**src/rtl/alu_muldiv.sv**
```systemverilog
`default_nettype none
// ============================================================================
// Module   : alu_muldiv
// Brief    : Iterative radix-2 MULT/DIV unit with HI/LO registers and a
//            start/busy/done handshake; divider present only with MULDIV_DIV_EN.
// Revision : 1.0 - initial release
// ============================================================================
module alu_muldiv #(
    parameter int WIDTH = 32
) (
    input  logic             clk,
    input  logic             rst_n,
    input  logic             start,
    input  logic [1:0]       op,
    input  logic             usigned,
    input  logic [WIDTH-1:0] a,
    input  logic [WIDTH-1:0] b,
    output logic             busy,
    output logic             done,
    output logic [WIDTH-1:0] hi,
    output logic [WIDTH-1:0] lo,
    output logic             div_zero
);

    localparam int         c_CNT_W   = $clog2(WIDTH) + 1;

    localparam logic [1:0] c_IDLE    = 2'd0;
    localparam logic [1:0] c_CALC    = 2'd1;
    localparam logic [1:0] c_FIX     = 2'd2;

    localparam logic [1:0] c_OP_MULT = 2'b00;
    localparam logic [1:0] c_OP_DIV  = 2'b01;
    localparam logic [1:0] c_OP_MTHI = 2'b10;
    localparam logic [1:0] c_OP_MTLO = 2'b11;

    localparam logic [1:0] c_K_MUL   = 2'd0;
    localparam logic [1:0] c_K_NOP   = 2'd3;
`ifdef MULDIV_DIV_EN
    localparam logic [1:0] c_K_DIV   = 2'd1;
    localparam logic [1:0] c_K_DZ    = 2'd2;
`endif

    logic [1:0]         r_state;
    logic [1:0]         r_kind;
    logic [c_CNT_W-1:0] r_cnt;
    logic [2*WIDTH-1:0] r_acc;
    logic [WIDTH-1:0]   r_opnd;
    logic               r_psign;
    logic               r_busy;
    logic               r_done;
    logic [WIDTH-1:0]   r_hi;
    logic [WIDTH-1:0]   r_lo;
    logic               r_div_zero;

    logic [WIDTH-1:0]   w_ma;
    logic [WIDTH-1:0]   w_mb;
    logic [WIDTH:0]     w_mul_sum;
    logic [2*WIDTH-1:0] w_mul_next;
    logic [2*WIDTH-1:0] w_prod_fix;

    always_comb begin
        w_ma       = (usigned && a[WIDTH-1]) ? -a : a;
        w_mb       = (usigned && b[WIDTH-1]) ? -b : b;
        // Accumulator = {partial product, remaining multiplier bits}
        w_mul_sum  = {1'b0, r_acc[2*WIDTH-1:WIDTH]}
                   + (r_acc[0] ? {1'b0, r_opnd} : {(WIDTH+1){1'b0}});
        w_mul_next = {w_mul_sum, r_acc[WIDTH-1:1]};
        w_prod_fix = r_psign ? -r_acc : r_acc;
    end

`ifdef MULDIV_DIV_EN
    logic               r_rsign;
    logic [WIDTH:0]     w_div_shift;
    logic [WIDTH:0]     w_div_diff;
    logic [2*WIDTH-1:0] w_div_next;
    logic [WIDTH-1:0]   w_quot_fix;
    logic [WIDTH-1:0]   w_rem_fix;

    // Accumulator = {partial remainder, dividend bits / quotient bits}
    always_comb begin
        w_div_shift = r_acc[2*WIDTH-1:WIDTH-1];
        w_div_diff  = w_div_shift - {1'b0, r_opnd};
        w_div_next  = w_div_diff[WIDTH]
                    ? {w_div_shift[WIDTH-1:0], r_acc[WIDTH-2:0], 1'b0}
                    : {w_div_diff[WIDTH-1:0],  r_acc[WIDTH-2:0], 1'b1};
        w_quot_fix  = r_psign ? -r_acc[WIDTH-1:0] : r_acc[WIDTH-1:0];
        w_rem_fix   = r_rsign ? -r_acc[2*WIDTH-1:WIDTH] : r_acc[2*WIDTH-1:WIDTH];
    end
`endif

    always_ff @(posedge clk or negedge rst_n) begin
        if (!rst_n) begin
            r_state    <= c_IDLE;
            r_kind     <= c_K_MUL;
            r_cnt      <= '0;
            r_acc      <= '0;
            r_opnd     <= '0;
            r_psign    <= 1'b0;
            r_busy     <= 1'b0;
            r_done     <= 1'b0;
            r_hi       <= '0;
            r_lo       <= '0;
            r_div_zero <= 1'b0;
`ifdef MULDIV_DIV_EN
            r_rsign    <= 1'b0;
`endif
        end else begin
            r_done <= 1'b0;
            case (r_state)
                c_IDLE: begin
                    if (start) begin
                        r_div_zero <= 1'b0;
                        case (op)
                            c_OP_MULT: begin
                                r_kind  <= c_K_MUL;
                                r_acc   <= {{WIDTH{1'b0}}, w_mb};
                                r_opnd  <= w_ma;
                                r_psign <= usigned & (a[WIDTH-1] ^ b[WIDTH-1]);
                                r_cnt   <= c_CNT_W'(WIDTH);
                                r_busy  <= 1'b1;
                                r_state <= c_CALC;
                            end
                            c_OP_DIV: begin
`ifdef MULDIV_DIV_EN
                                if (b == '0) begin
                                    r_kind  <= c_K_DZ;
                                    r_acc   <= {a, {WIDTH{1'b1}}};
                                    r_busy  <= 1'b1;
                                    r_state <= c_FIX;
                                end else begin
                                    r_kind  <= c_K_DIV;
                                    r_acc   <= {{WIDTH{1'b0}}, w_ma};
                                    r_opnd  <= w_mb;
                                    r_psign <= usigned & (a[WIDTH-1] ^ b[WIDTH-1]);
                                    r_rsign <= usigned & a[WIDTH-1];
                                    r_cnt   <= c_CNT_W'(WIDTH);
                                    r_busy  <= 1'b1;
                                    r_state <= c_CALC;
                                end
`else
                                r_kind  <= c_K_NOP;
                                r_busy  <= 1'b1;
                                r_state <= c_FIX;
`endif
                            end
                            c_OP_MTHI: begin
                                r_hi   <= a;
                                r_done <= 1'b1;
                            end
                            c_OP_MTLO: begin
                                r_lo   <= a;
                                r_done <= 1'b1;
                            end
                        endcase
                    end
                end
                c_CALC: begin
`ifdef MULDIV_DIV_EN
                    r_acc <= (r_kind == c_K_DIV) ? w_div_next : w_mul_next;
`else
                    r_acc <= w_mul_next;
`endif
                    r_cnt <= r_cnt - c_CNT_W'(1);
                    if (r_cnt == c_CNT_W'(1)) begin
                        r_state <= c_FIX;
                    end
                end
                c_FIX: begin
                    case (r_kind)
                        c_K_MUL: {r_hi, r_lo} <= w_prod_fix;
`ifdef MULDIV_DIV_EN
                        c_K_DIV: begin
                            r_hi <= w_rem_fix;
                            r_lo <= w_quot_fix;
                        end
                        c_K_DZ: begin
                            {r_hi, r_lo} <= r_acc;
                            r_div_zero   <= 1'b1;
                        end
`endif
                        default: ;
                    endcase
                    r_done  <= 1'b1;
                    r_busy  <= 1'b0;
                    r_state <= c_IDLE;
                end
                default: begin
                    r_busy  <= 1'b0;
                    r_state <= c_IDLE;
                end
            endcase
        end
    end

    assign busy     = r_busy;
    assign done     = r_done;
    assign hi       = r_hi;
    assign lo       = r_lo;
    assign div_zero = r_div_zero;

endmodule
`default_nettype wire
```
**config.mk**
```make
export PLATFORM = sky130hd
export DESIGN_NAME = alu_muldiv
export DESIGN_NICKNAME = d
export VERILOG_FILES = /design/src/rtl/alu_muldiv.sv
export SDC_FILE = /design/constraint.sdc
export NUM_CORES = 1
export LEC_CHECK = 0
export ABC_AREA = 1
export ABC_CLOCK_PERIOD_IN_PS = 2800
export BUFFER_PORTS_ARGS = -buffer_cell sky130_fd_sc_hd__buf_2
export CORE_MARGIN = 1.5
export CORE_UTILIZATION = 55
export CTS_CLUSTER_SIZE = 16
export DETAILED_ROUTE_END_ITERATION = 10
export PLACE_DENSITY = 0.71
export SLEW_MARGIN = 20
export SYNTH_ARGS = -nofsm -noshare
export SYNTH_HDL_FRONTEND = slang
export SYNTH_SLANG_ARGS = --single-unit
```
**constraint.sdc**
```tcl
create_clock -name clk -period 2.8 [get_ports clk]
set_clock_uncertainty 0.1 [all_clocks]
set_input_delay 0.56 -clock clk [delete_from_list [all_inputs] [get_ports clk]]
set_output_delay 0.56 -clock clk [all_outputs]
set_load 0.03 [all_outputs]
```
Word level (Yosys, flattened, before mapping)

Index checks and enable logic that the tools add are counted.
W data, S select, Z words.

Bits in latches: 0
Output and inout port bits: 67
RAM bits: 0
Memories kept: 0
Bits in registers: 173
Bits in read-only memories: 0

Reductions and logical operators: 17
Multiply operators: 0
Shifts and indexed selects: 0
Divide/modulo/power cells: 0
Add/sub/neg operators: 5
Bitwise operators: 3
Mux-type cells: 29
Eq/ne operators: 14
$lt $le $gt $ge: 0

Operators with widths:

| cell                  | number |
|---|---|
| $mux W32              | 9 |
| $mux W64              | 3 |
| $pmux W32 S2          | 2 |
| $pmux W64 S2          | 1 |
| $neg A32 Y32          | 2 |
| $neg A64 Y64          | 1 |
| $add A32 B32 Y33      | 1 |
| $reduce_and A3 Y1     | 5 |
| $mux W6               | 2 |
| $pmux W2 S2           | 3 |
| $pmux W6 S2           | 1 |
| $ne A2 B2 Y1 const B  | 4 |
| $reduce_and A4 Y1     | 2 |
| $eq A2 B2 Y1 const B  | 3 |
| $eq A6 B1 Y1 const B  | 1 |
| $logic_not A2 Y1      | 3 |
| $ne A2 B1 Y1 const B  | 3 |
| $reduce_bool A2 Y1    | 3 |
| $sub A6 B1 Y6 const B | 1 |
| $eq A2 B1 Y1 const B  | 2 |
| $mux W1               | 4 |
| $mux W2               | 2 |
| $pmux W1 S2           | 2 |
| $reduce_or A2 Y1      | 2 |
| other kinds (5)       | 6 |

Depth between registers and ports, before layout

Depth in word-level cells: 5
Depth in mapped cells: 17

Worst setup path after synthesis

Ideal clock, no wire load.

Path type: register to register
Start: reg r_acc[0]
End: reg r_acc[57]
Cell stages (with the launch flop): 18
Data required time: 2.582 ns
Arrival: 2.173 ns
Setup time: 0.118 ns
Slack: 0.409 ns
Cell sequence: dfrtp_1 buf_6 clkbuf_1 nand2_1 inv_1 ha_1 inv_1 fa_1 o21ai_2 nand2_1 nand2_1 nand2_1 nand2_1 nand2_1 nand2_1 nand2_1 nand3_1 nand2_1

Cells in the longest elaborated chain, start to end: 3

RTL lines:

| item                   | RTL line | text |
|---|---|---|
| start, declared        | 46       | `logic [2*WIDTH-1:0] r_acc;` |
| start signal, assigned | 116      | `r_acc <= {{WIDTH{1'b0}}, w_mb};` |
| start signal, assigned | 161      | `r_acc <= w_mul_next;` |
| $mux W32               | 66       | `+ (r_acc[0] ? {1'b0, r_opnd} : {(WIDTH+1){1'b0}});` |
| $add A32 B32 Y33       | 66       |  |
| $pmux W64 S2           | 109      | `case (r_state)` |

Every way passes these cells.
A chain may end at the register's enable or synchronous reset.

Worst setup path after layout

Start: reg r_acc[0]
End: reg r_acc[40]

The elaborated chain is that of the path after synthesis.

==> qor.csv <==
stage,metric,value,unit
floorplanning,coreArea,23700,µm²
logic_synthesis,async_flop_share,100,%
place,gp_congestion,1.01,
critical_path,start_kind,flip-flop,
cells_and_area,stdcell_count,2571,
cells_and_area,fin_nets,2348,
grt,grt_use_total,38.8,%
clock_network,ctsLongestPathBuffers,2,
drt,dr.pass1.iters,8,
drt,route.detailed.drc,0,
logic_synthesis,synth_cell_types,53,
logic_synthesis,syn_nets,2223,
drt,drt-total-wl,49100,µm
clock_network,numCtsBuffers,17,
critical_path,crit_type,reg -> reg,
run,drv_cap,0,
drt,vias,14800,
logic_synthesis,synth_most_common_cell,nand2_1,
power,p_int,0.00760,W
clock_network,clk-insertion-delay-late,440,ps
logic_synthesis,synth_seq_area_share,32.1,%
drt,viasPerCell,5.76,
clock_network,tritoncts,done,
place,hpwl,39100,µm
cells_and_area,syn2layout_area_growth,12.3,%
timing,max_freq,0.378,GHz
logic_synthesis,synth_area_leaders,"dfrtp_1, nand2_1, nor2_1",
timing,tightest_slew,738,ps
outcome,run_status,finished clean,
clock_network,cts_max_level,4,
grt,overflow,0,
grt,grt_pass1_vias,14200,
logic_synthesis,synth_edf_count,0,
timing,slew_headroom,50.3,%
logic_synthesis,synth_ff_type,dfrtp_1,
power,switching_share,52.9,%
critical_path,cp-end-kind,flip-flop,
timing,final_max_slew_viol_count,0,
logic_synthesis,synth_common_cells,"nand2_1, nor2_1, inv_1",
power,p_leak,7.53,nW
logic_synthesis,yosys_warnings,0,
logic_synthesis,syn_inst,2115,
floorplanning,die_x,159,µm
clock_network,post_cts_buffers,0,
critical_path,crit_fanout,12,
floorplanning,die_h,159,µm
timing,hold_viol,0,
cells_and_area,layout-drive-gt1-share,12.3,%
floorplanning,rows,56,
power,power.share.clock,14.9,%
timing,rsz0062_at_grt,no,
power,power_frac_comb,55.5,%
power,p_seq_share,29.6,%
clock_network,cts_root_buf,clkbuf_16,
floorplanning,die_area,25300,µm²
timing,setup_viol,0,
critical_path,critPathArrivalTime,2830,ps
power,p_sw,0.00852,W
timing,finalCriticalPeriod,2640,ps
grt,grt_pass1_wl,76700,µm
drt,post_drt_wl_per_cell,19.1,µm
drt,ant_nets,0,
logic_synthesis,syn_avg_cell_area,6.33,µm²
logic_synthesis,synth.largest_area_cell,dfrtp_1,
clock_network,clk_pin_slew,80,ps
clock_network,cts_resized,0,
place,post-place-cells,2539,
critical_path,critPathRequiredTime,2990,ps
drt,drtIter0Drc,1379,
power,vdd_ir_drop_max,0.000731,V
timing,fin_tns_setup,0,ps
worst_hold_path,hp-class,in -> reg,
clock_network,cts.sinks,172,
place,place.port_buffers,135,
power,powerDensity,1070,nW/µm²
logic_synthesis,synth_top_cell_area_share,32.1,%
cells_and_area,n_antenna_cell,0,
logic_synthesis,synth_seq_cells,172,
floorplanning,pin_count,137,
logic_synthesis,syn_area,13400,µm²
grt,grt_max_degree,56,
grt,antenna_found_initial,1,
timing,finalCritPeriodShare,94.4,%
floorplanning,start_util,56.5,%
## kinds of logic (layout without fill, tap and decap cells)
| family | Yosys count | after routing | synth area share (%) |
|---|---|---|---|
| adder cells (fa/ha/maj) | 38 | 38 | 3.61 |
| AO/OA/AOI/OAI | 337 | 337 | 14.1 |
| buffers and inverters | 292 | 429 | 8.65 |
| other | 1 | 1 | 0.0280 |
| flip-flops | 172 | 172 | 32.1 |
| XOR/XNOR | 28 | 28 | 1.83 |
| AND/OR/NAND/NOR | 1247 | 1247 | 39.6 |
## critical path, stage by stage, from the launching register on
cell and delay [ps]:
dfrtp_1 420, buf_4 200, nand2_1 70, inv_1 50
ha_1 330, a21oi_1 210, nand2_1 170, nand3_1 120
nand2_1 110, nand2_1 90, nand2_1 160, o21ai_0 310
o21ai_0 150
## path summary, 6_finish.rpt
kind                          start          to  slack, ps  cells after the start
hold / removal                a[26]  r_opnd[26]        310                      4
setup / recovery           r_acc[0]   r_acc[40]        160                     12
hold reg to reg               lo[2]       lo[2]        380                      2
max in group asynchronous     rst_n   r_acc[36]       1360                      3
setup reg to reg           r_acc[0]   r_acc[40]        160                     12
min in group asynchronous     rst_n   r_acc[60]        530                      2
## cell type report
| class | instances | area, µm² |
|---|---|---|
| Fill cell | 2337 | 8640 |
| Timing Repair Buffer | 170 | 972 |
| Clock buffer | 19 | 433 |
| Tap cell | 319 | 399 |
| Multi-Input combinational cell | 1651 | 7930 |
| Inverter | 228 | 857 |
| Sequential cell | 172 | 4310 |
| Clock inverter | 12 | 140 |
## sequential cells by signal, indices dropped and copies added (netlist names)
register	cells
done	1
hi	32
r_acc	64
r_kind	1
busy	1
r_cnt	6
r_opnd	32
r_psign	1
r_state	2
lo	32
## through the flow
stage / setup slack [ps] / instance area (µm²) / hold WS [ps] / utilization (%) / total power [W]
finish: 157 / 15000 / 309 / 63.5 / 0.0161
global route: 32.6 / 15000 / 320 / 63.5 / 0.0172
CTS: 238 / 15000 / 306 / 63.5 / 0.0159
detailed placement: 237 / 14500 / 373 / 61.0 / 0.0135
global placement: 311 / 14500 / 366 / 61.0 / 0.0133
floorplan: 409 / 13400 / 164 / - / 0.0106
## routing by layer
layer	global-route usage [%]	part of all wire, %	vias to the layer above
met5	0	0.027	-
met4	19.4	5.6	2
met3	7.24	7.7	160
met2	65.2	47	706
met1	47.7	40	6829
li1	-	-	7103
## what timing repair did
action / in CTS / in global routing
endpoints found under the hold margin: 7 / 0
hold buffers: 1 / 0
setup endpoints to repair: 0 / 0
## power by group through the flow
stage | Sequential (W) | Clock [W] | Combinational, W
final | 0.00477 | 0.00241 | 0.00895
after global placement | 0.00474 | 0 | 0.00860
after detailed placement | 0.00475 | 0 | 0.00876
after CTS | 0.00472 | 0.00241 | 0.00881
after floorplan | 0.00524 | 0 | 0.00536
after global routing | 0.00485 | 0.00252 | 0.00987
## cell usage in the layout, fill, tap and decap left out, types with 9 or more instances in the layout
| cell | instances |
|---|---|
| o21ai_1 | 10 |
| buf_2 | 134 |
| nand3b_1 | 13 |
| nand2_1 | 595 |
| inv_2 | 11 |
| xor2_1 | 26 |
| nor2_2 | 16 |
| nor3_1 | 20 |
| or2_2 | 9 |
| inv_1 | 216 |
| o221ai_1 | 14 |
| buf_4 | 32 |
| ha_1 | 37 |
| clkbuf_16 | 17 |
| a21oi_1 | 133 |
| nand3_1 | 185 |
| o21ai_0 | 126 |
| dfrtp_1 | 171 |
| a31oi_1 | 11 |
| o22ai_1 | 10 |
| nand4_1 | 21 |
| nor2_1 | 349 |
Power figures use the tool's default switching activity.
